$ cat config.mk
export PLATFORM = sky130hd
export DESIGN_NAME = gpio_ctrl_core
export DESIGN_NICKNAME = d
export VERILOG_FILES = /design/src/rtl/gpio_ctrl_core.sv
export SDC_FILE = /design/constraint.sdc
export NUM_CORES = 1
export LEC_CHECK = 0
export CORE_ASPECT_RATIO = 1.25
export CORE_MARGIN = 4
export CORE_UTILIZATION = 54
export CTS_BUF_LIST = sky130_fd_sc_hd__clkbuf_16
export CTS_CLUSTER_SIZE = 28
export DETAILED_ROUTE_END_ITERATION = 12
export GPL_TIMING_DRIVEN = 0
export PLACE_DENSITY = 0.79
export SYNTH_ARGS = -nofsm -noshare
export SYNTH_HDL_FRONTEND = slang
export SYNTH_SLANG_ARGS = --single-unit
$ cat constraint.sdc
create_clock -name clk -period 1.52 [get_ports clk]
set_input_delay 0.38 -clock clk [delete_from_list [all_inputs] [get_ports clk]]
set_output_delay 0.38 -clock clk [all_outputs]
set_load 0.05 [all_outputs]
$ cat src/rtl/gpio_ctrl_core.sv
// gpio_ctrl_core: register-controlled GPIO bank with input sync, debounce, edge detect and sticky IRQ status.
// Register map: 0 DATA_OUT, 1 DIR, 2 DATA_IN (ro), 3 IRQ_EN, 4 RISE_EN, 5 FALL_EN, 6 IRQ_STATUS (w1c), 7 reserved.
module gpio_ctrl_core #(
   parameter int WIDTH       = 8,
   parameter int SYNC_STAGES = 2,
   parameter int DEB_CYCLES  = 0
) (
   input  logic             clk,
   input  logic             rst_n,
   input  logic [WIDTH-1:0] data_in,
   output logic [WIDTH-1:0] data_out,
   output logic [WIDTH-1:0] dir_ctrl,
   output logic [WIDTH-1:0] irq_event,
   output logic             irq,
   input  logic             reg_wr_en,
   input  logic [2:0]       reg_wr_addr,
   input  logic [WIDTH-1:0] reg_wr_data,
   input  logic             reg_rd_en,
   input  logic [2:0]       reg_rd_addr,
   output logic [WIDTH-1:0] reg_rd_data,
   output logic             reg_rd_valid
);
   localparam int DEB = DEB_CYCLES > 1 ? DEB_CYCLES : 1;
   localparam int CW  = DEB_CYCLES > 1 ? $clog2(DEB_CYCLES + 1) : 1;

   logic [WIDTH-1:0] sync_r [SYNC_STAGES];
   logic [WIDTH-1:0] sync_q, stable, stable_d, irq_en, rise_en, fall_en, status;
   logic [WIDTH-1:0] q, w1c, rd_mux;
   logic [CW-1:0]    cnt [WIDTH];
   logic [7:0]       we;

   assign sync_q = sync_r[SYNC_STAGES-1];

   always_ff @(posedge clk)
      if (!rst_n) sync_r <= '{default: '0};
      else begin
         sync_r[0] <= data_in;
         for (int i = 1; i < SYNC_STAGES; i++) sync_r[i] <= sync_r[i-1];
      end

   // a pin's stable level flips only after DEB consecutive mismatching samples
   always_ff @(posedge clk)
      if (!rst_n) begin
         cnt    <= '{default: '0};
         stable <= '0;
      end else
         for (int i = 0; i < WIDTH; i++)
            if (sync_q[i] == stable[i]) cnt[i] <= '0;
            else if (cnt[i] == CW'(DEB - 1)) begin
               stable[i] <= sync_q[i];
               cnt[i]    <= '0;
            end else cnt[i] <= cnt[i] + 1'b1;

   assign we  = reg_wr_en ? 8'd1 << reg_wr_addr : 8'd0;
   assign w1c = we[6] ? reg_wr_data : '0;
   assign q   = (stable & ~stable_d & rise_en) | (~stable & stable_d & fall_en);
   assign irq = |(status & irq_en);

   // a new qualified edge wins over a simultaneous w1c of the same bit
   always_ff @(posedge clk)
      if (!rst_n) {data_out, dir_ctrl, irq_en, rise_en, fall_en, status, stable_d, irq_event} <= '0;
      else begin
         stable_d  <= stable;
         irq_event <= q;
         status    <= (status & ~w1c) | q;
         data_out  <= we[0] ? reg_wr_data : data_out;
         dir_ctrl  <= we[1] ? reg_wr_data : dir_ctrl;
         irq_en    <= we[3] ? reg_wr_data : irq_en;
         rise_en   <= we[4] ? reg_wr_data : rise_en;
         fall_en   <= we[5] ? reg_wr_data : fall_en;
      end

   always_comb
      case (reg_rd_addr)
         3'd0:    rd_mux = data_out;
         3'd1:    rd_mux = dir_ctrl;
         3'd2:    rd_mux = stable;
         3'd3:    rd_mux = irq_en;
         3'd4:    rd_mux = rise_en;
         3'd5:    rd_mux = fall_en;
         3'd6:    rd_mux = status;
         default: rd_mux = '0;
      endcase

   always_ff @(posedge clk)
      if (!rst_n) begin
         reg_rd_data  <= '0;
         reg_rd_valid <= 1'b0;
      end else begin
         reg_rd_valid <= reg_rd_en;
         if (reg_rd_en) reg_rd_data <= rd_mux;
      end
endmodule

==> results.py, run 1 <==
metrics = {
    "finish": {
        "mostFrequentLayoutCells": "101 x dfxtp_1, 88 x nand2_1, 33 x and2_1",
        "nFillCells": 566,
        "layout.nets": 541,
        "drive_gt1_share_pct": 18.65,
        "antenna_cells": 0,
        "area_delta_synth_final_pct": 28.80,
        "final_common_cell": "dfxtp_1",
    },
    "cts": {
        "cts_buffer_depth": 2,
        "clock_latency_ns": 0.34,
        "cts.sink_count": 105,
        "clk_pin_slew_ns": 0.07,
        "cts_tree": "yes",
        "root_buffer": "clkbuf_16",
        "h-tree-depth": 3,
        "cts_buffers": 9,
    },
    "hold_path": {
        "hold_class": "reg2reg",
        "min_delay_worst_endpoint": "sync_q[5]",
        "hp-start": "sync_r[13]",
        "hold_path_depth": 1,
    },
    "sta": {
        "final.setup.worst_slack_ns": -0.1196,
        "setup_tns_ns": -0.1196,
        "layout_min_cycle_time_ns": 1.640,
        "relSlewSlack_pct": 60.12,
        "fmax_mhz": 609.9,
        "slew_violations": 0,
        "rsz0062_at_grt": "true",
        "final-setup-viol-count": 1,
        "tightest_slew_ns": 0.5983,
        "finClkSkew_ns": 0.006664,
        "fin_crit_sh_pct": 107.9,
        "hold_violations": 0,
    },
    "critical_path": {
        "cp.arrival_ns": 1.26,
        "reg2reg_from": "irq_en[7]",
        "crit_fanout": 3,
        "start_kind": "flop",
        "r2r_setup_slack_ns": 0.28,
        "end_kind": "output port",
        "cp.depth": 3,
        "required_ns": 1.14,
        "path_class": "reg2out",
        "cp_top_family": "flip-flops",
        "path_cells": "a22oi_2 -> nand4_1 -> buf_6",
        "reg2reg_depth": 5,
        "critPathBufInv": 1,
        "timing.rr.end": "reg_rd_data[7]",
        "critPathMaxStageDelay_ns": 0.33,
        "crit_slowest_cell": "dfxtp_2",
    },
    "route": {
        "drtIter0Drc": 194,
        "drc": 0,
        "vias": 3455,
        "vias_per_cell": 5.645,
        "dr.pass1.iters": 5,
        "antenna_left": 0,
        "wirelength_mm": 10.79,
        "post_drt_wl_per_cell_um": 17.63,
    },
    "yosys": {
        "synth_cell_types": 41,
        "ys_seq_elements": 105,
        "syn_inst": 433,
        "yosysSeqAreaShare_pct": 50.56,
        "yosysWarnings": 0,
        "syn_area_sq_um": 4158,
        "syn_area_per_cell_sq_um": 9.602,
    },
    "power": {
        "combPwrFrac_pct": 8.1,
        "sw_frac_of_total_pct": 23.97,
        "powerDensity_nw_per_um2": 1056,
        "total_leakage_power_nw": 2.022,
        "power_w": 0.005657,
        "p_switching_w": 0.001356,
        "ir_drop_mv": 0.7786,
        "p_clk_share_pct": 41.5,
        "seqPwrFrac_pct": 50.5,
        "intPower_w": 0.004301,
    },
    "outcome": {
        "violations": "negative setup slack",
        "run_status": "complete, but fails checks",
    },
    "die": {
        "row_count": 35,
        "dieWidth_um": 86.49,
        "io_pins": 60,
        "coreArea_sq_um": 7445,
        "die-area_sq_um": 9176,
        "start_util_pct": 55.85,
        "die_y_um": 106.1,
    },
    "global_routing": {
        "grt_max_degree": 19,
        "first_global_vias": 3430,
        "grt_use_total_pct": 24.29,
        "grt_pass1_wl_mm": 17.33,
        "grt_antenna_before_repair": 0,
        "grt_overflow": 0,
    },
    "run": {
        "max-cap-violations": 0,
    },
    "placement": {
        "gp_congestion": 0.8491,
        "port_buffers": 58,
        "dp_hpwl_mm": 7.547,
    },
}
-- cell families (layout without fill, tap and decap cells) --
family,count (synthesis),in the layout,share of synthesized area (%)
AO/OA/AOI/OAI,92,92,16.46
buffers and inverters,21,101,2.498
flip-flops,105,105,50.56
multiplexers,33,33,8.125
other,1,8,0.09019
AND/OR/NAND/NOR,181,181,22.27
-- area by class of cell --
type | count | area [sq um] | area share [%]
multi-input cells | 314 | 2057 | 38.41
well taps | 92 | 115.1 | 2.150
clock inverters | 7 | 76.32 | 1.425
clock buffers | 9 | 225.2 | 4.206
flip-flops and latches | 105 | 2107 | 39.35
plain buffers | 18 | 107.6 | 2.009
inverters | 1 | 3.754 | 0.07009
repair buffers | 66 | 663.1 | 12.38
-- power by group through the flow --
stage	logic (W)	clock network, W	registers [W]
2_1_floorplan	0.000202	0	0.00295
3_3_place_gp	0.000418	0	0.00292
5_1_grt	0.000489	0.00246	0.00286
6_report	0.000456	0.00235	0.00286
4_1_cts	0.000446	0.00236	0.00286
3_5_place_dp	0.000426	0	0.00292
-- repair_timing --
item                       in CTS  in global routing
resized for setup             131                 13
buffers inserted                7                  1
hold buffers                    0                  0
pin swaps                       4                  3
hold endpoints to repair        0                  0
setup endpoints to repair      73                 44
-- layer usage --
layer,wire [um],up-vias,part of all wire [%],global-route usage [%]
met3,508,28,4.7,3.566
met4,264,0,2.4,10.02
met5,0,-,0,0
met1,4459,1673,41,29.89
li1,-,1639,-,-
met2,5557,115,52,41.85
-- synth_stat cells --
cell	count	area (sq um)
buf_6	2	22.52
mux2_4	1	15.01
o21ai_0	8	40.04
nor2_8	1	20.02
nand3b_1	1	7.510
inv_1	1	3.750
o22ai_1	7	43.79
nor3_2	2	20.02
a22oi_1	5	37.54
a21oi_1	7	35.03
a22o_1	7	61.31
a31oi_2	1	12.51
mux2i_1	30	300.3
o21ai_1	1	5.000
and3_1	1	6.260
nor3b_4	1	18.77
nor2_1	9	33.78
a21boi_0	18	135.1
conb_1	1	3.750
nor2b_1	28	175.2
a221oi_2	1	15.01
buf_2	5	25.02
mux2_2	1	11.26
mux2_1	1	11.26
nand2b_1	8	50.05
clkbuf_1	12	45.04
o211a_1	1	10.01
dfxtp_1	105	2102
nand3_1	2	10.01
a211oi_1	7	52.55
and2b_1	1	7.510
a21boi_1	14	105.1
nand2b_2	2	17.52
nand4_1	1	6.260
and2_1	33	206.5
o2bb2ai_1	7	61.31
or2_1	1	6.260
a31o_2	8	70.07
nor2_2	1	6.260
nand2_1	89	334.1
buf_4	1	7.510
-- worst register-to-register path, delay by kind of cell (launching register included) --
| family | cells | cell delay, ns |
|---|---|---|
| buf+inv | 1 | 0.14 |
| flops | 1 | 0.33 |
| compound gates | 3 | 0.43 |
| mux | 1 | 0.26 |
-- how the worst max path moves through the flow --
stage,start,end,slack [ns]
3_5_place_dp,reg_rd_addr[1],reg_rd_data[3],-0.54
2_1_floorplan,reg_rd_addr[0],reg_rd_data[7],0.13
6_report,status[7],irq,-0.12
5_1_grt,status[7],irq,-0.16
4_1_cts,irq_en[7],irq,-0.11
3_3_place_gp,reg_rd_addr[1],reg_rd_data[3],-0.50
-- through the flow --
step	util (%)	area (sq um)	cells	hold slack [ns]	worst slack, ns
after floorplan	-	4184	440	0.4119	0.1291
after global placement	65.55	4880	590	0.4150	-0.5009
after detailed placement	65.55	4880	590	0.4207	-0.5355
after CTS	71.48	5321	611	0.4375	-0.1054
after global routing	71.93	5355	612	0.4557	-0.1634
final	71.93	5355	612	0.4358	-0.1196
Power figures use the tool's default switching activity.
==> inputs of run 2 (changes only) <==
==> constraint.sdc (replaced) <==
create_clock -name clk -period 1.52 [get_ports clk]
set_input_delay 0.38 -clock clk [delete_from_list [all_inputs] [get_ports clk]]
set_output_delay 0.38 -clock clk [all_outputs]
set_load 0.01 [all_outputs]
==> results.py, run 2 (synthesis gave the netlist of run 1 again) <==
metrics = {
    "finish": {
        "final_cell_count_no_fill": 614,
        "drive_gt1_share_pct": 13.41,
        "area_delta_synth_final_pct": 28.53,
        "mostFrequentLayoutCells": "103 x dfxtp_1, 88 x nand2_1, 38 x dlygate4sd2_1",
        "final_common_cell": "dfxtp_1",
        "layout.nets": 543,
        "nFillCells": 569,
        "antenna_cells": 0,
        "fin_area_sq_um": 5344,
    },
    "sta": {
        "final-setup-viol-count": 1,
        "fin_crit_sh_pct": 105.7,
        "finClkSkew_ns": 0.006085,
        "slew_violations": 0,
        "hold_violations": 0,
        "final.setup.worst_slack_ns": -0.08632,
        "fmax_mhz": 622.5,
        "relSlewSlack_pct": 58.71,
        "layout_min_cycle_time_ns": 1.606,
        "setup_tns_ns": -0.08632,
        "tightest_slew_ns": 0.6193,
        "rsz0062_at_grt": "true",
    },
    "critical_path": {
        "required_ns": 1.14,
        "critPathBufInv": 1,
        "start_kind": "flop",
        "critPathMaxStageDelay_ns": 0.34,
        "cp.arrival_ns": 1.23,
        "path_cells": "a22oi_2 -> nand4_1 -> buf_2",
        "end_kind": "output port",
        "cp_top_family": "flip-flops",
        "path_class": "reg2out",
        "crit_fanout": 3,
        "crit_slowest_cell": "dfxtp_2",
    },
    "route": {
        "dr.pass1.iters": 5,
        "vias_per_cell": 5.632,
        "antenna_left": 0,
        "vias": 3458,
        "drc": 0,
        "post_drt_wl_per_cell_um": 17.48,
        "wirelength_mm": 10.73,
        "drtIter0Drc": 165,
    },
    "global_routing": {
        "first_global_vias": 3460,
        "grt_pass1_wl_mm": 17.27,
        "grt_overflow": 0,
        "grt_antenna_before_repair": 0,
        "grt_use_total_pct": 24.15,
        "grt_max_degree": 19,
    },
    "cts": {
        "root_buffer": "clkbuf_16",
        "cts.sink_count": 105,
        "clk_pin_slew_ns": 0.07,
        "h-tree-depth": 3,
        "cts_tree": "yes",
        "cts_buffer_depth": 2,
        "cts_buffers": 9,
        "cts_hold_buffers": 0,
        "clock_latency_ns": 0.34,
    },
    "run": {
        "max-cap-violations": 0,
    },
    "die": {
        "die_y_um": 106.1,
        "coreArea_sq_um": 7445,
        "die-area_sq_um": 9176,
        "dieWidth_um": 86.49,
        "row_count": 35,
        "start_util_pct": 55.85,
        "io_pins": 60,
    },
    "hold_path": {
        "hold_class": "reg2reg",
    },
    "power": {
        "ir_drop_mv": 0.7705,
        "total_leakage_power_nw": 2.182,
        "powerDensity_nw_per_um2": 1053,
    },
    "outcome": {
        "violations": "negative setup slack",
        "run_status": "complete, but fails checks",
    },
    "placement": {
        "gp_congestion": 0.8491,
        "dp_hpwl_mm": 7.547,
        "placed_cells": 590,
        "placed_area_sq_um": 4880,
        "port_buffers": 58,
    },
}
[run 2: cell count changes in the layout (fill, tap and decap cells not counted), moves of 2 or more]
cell             delta
a211oi_1            -3
a211oi_2            +3
dfxtp_2             -2
buf_8               +2
clkdlybuf4s15_2    -29
dlygate4sd2_1      +33
clkbuf_2            -2
dfxtp_1             +2
[run 2: area by class of cell]
type | instances | area (sq um) | share of cell area, %
buffer | 18 | 115.1 | 2.154
tap | 92 | 115.1 | 2.154
inverter | 1 | 3.754 | 0.07024
clock buffer | 9 | 225.2 | 4.214
multi-input combinational | 314 | 2082 | 38.96
sequential | 105 | 2105 | 39.38
clock inverter | 7 | 76.32 | 1.428
timing repair buffer | 68 | 621.8 | 11.64
[run 2: path summary, 6_finish.rpt]
path                                   from        endpoint  slack [ns]  depth (start not counted)
worst min-delay path             sync_r[13]       sync_q[5]        0.44                          1
worst max register to register  dir_ctrl[7]  reg_rd_data[7]        0.34                          4
worst min register to register   sync_r[13]       sync_q[5]        0.44                          1
worst max-delay path              irq_en[7]             irq       -0.09                          3
[run 2: worst reg2reg max path: stages (launching register included)]
cell      delay, ns
dfxtp_2        0.34
mux2_4         0.28
a221oi_2       0.25
o21ai_1        0.09
o211a_1        0.12
[run 2: timing repair]
item | 4_1_cts | 5_1_grt
gates resized for setup | 60 | 20
buffers inserted | 7 | 3
endpoints found under the setup margin | 73 | 35
pin swaps | 3 | 7
[run 2: through the flow]
stage / total power [W] / hold WS, ns / util (%) / worst slack, ns
6_report: 0.005630 / 0.4358 / 71.78 / -0.08632
5_1_grt: 0.005786 / 0.4557 / 71.78 / -0.1236
4_1_cts: 0.005624 / 0.4375 / 70.59 / -0.1720
3_5_place_dp: 0.003309 / 0.4207 / 65.55 / -0.5355
3_3_place_gp: 0.003298 / 0.4150 / 65.55 / -0.5009
2_1_floorplan: 0.003113 / 0.4119 / - / 0.1291
[run 2: routing by layer]
layer | vias up | GRT usage [%] | part of all wire (%)
met5 | - | 0 | 0
met1 | 1673 | 29.69 | 41
met2 | 114 | 41.52 | 52
met4 | 0 | 10.13 | 2.6
met3 | 29 | 3.566 | 4.5
li1 | 1642 | - | -
[run 2: report_power, final]
part           internal [W]  total, W  switching (W)  leakage (nW)
clock network       0.00129   0.00234        0.00105         0.144
registers           0.00282   0.00286      0.0000403         0.856
logic              0.000202  0.000431       0.000229          1.18
total               0.00431   0.00563        0.00132          2.18
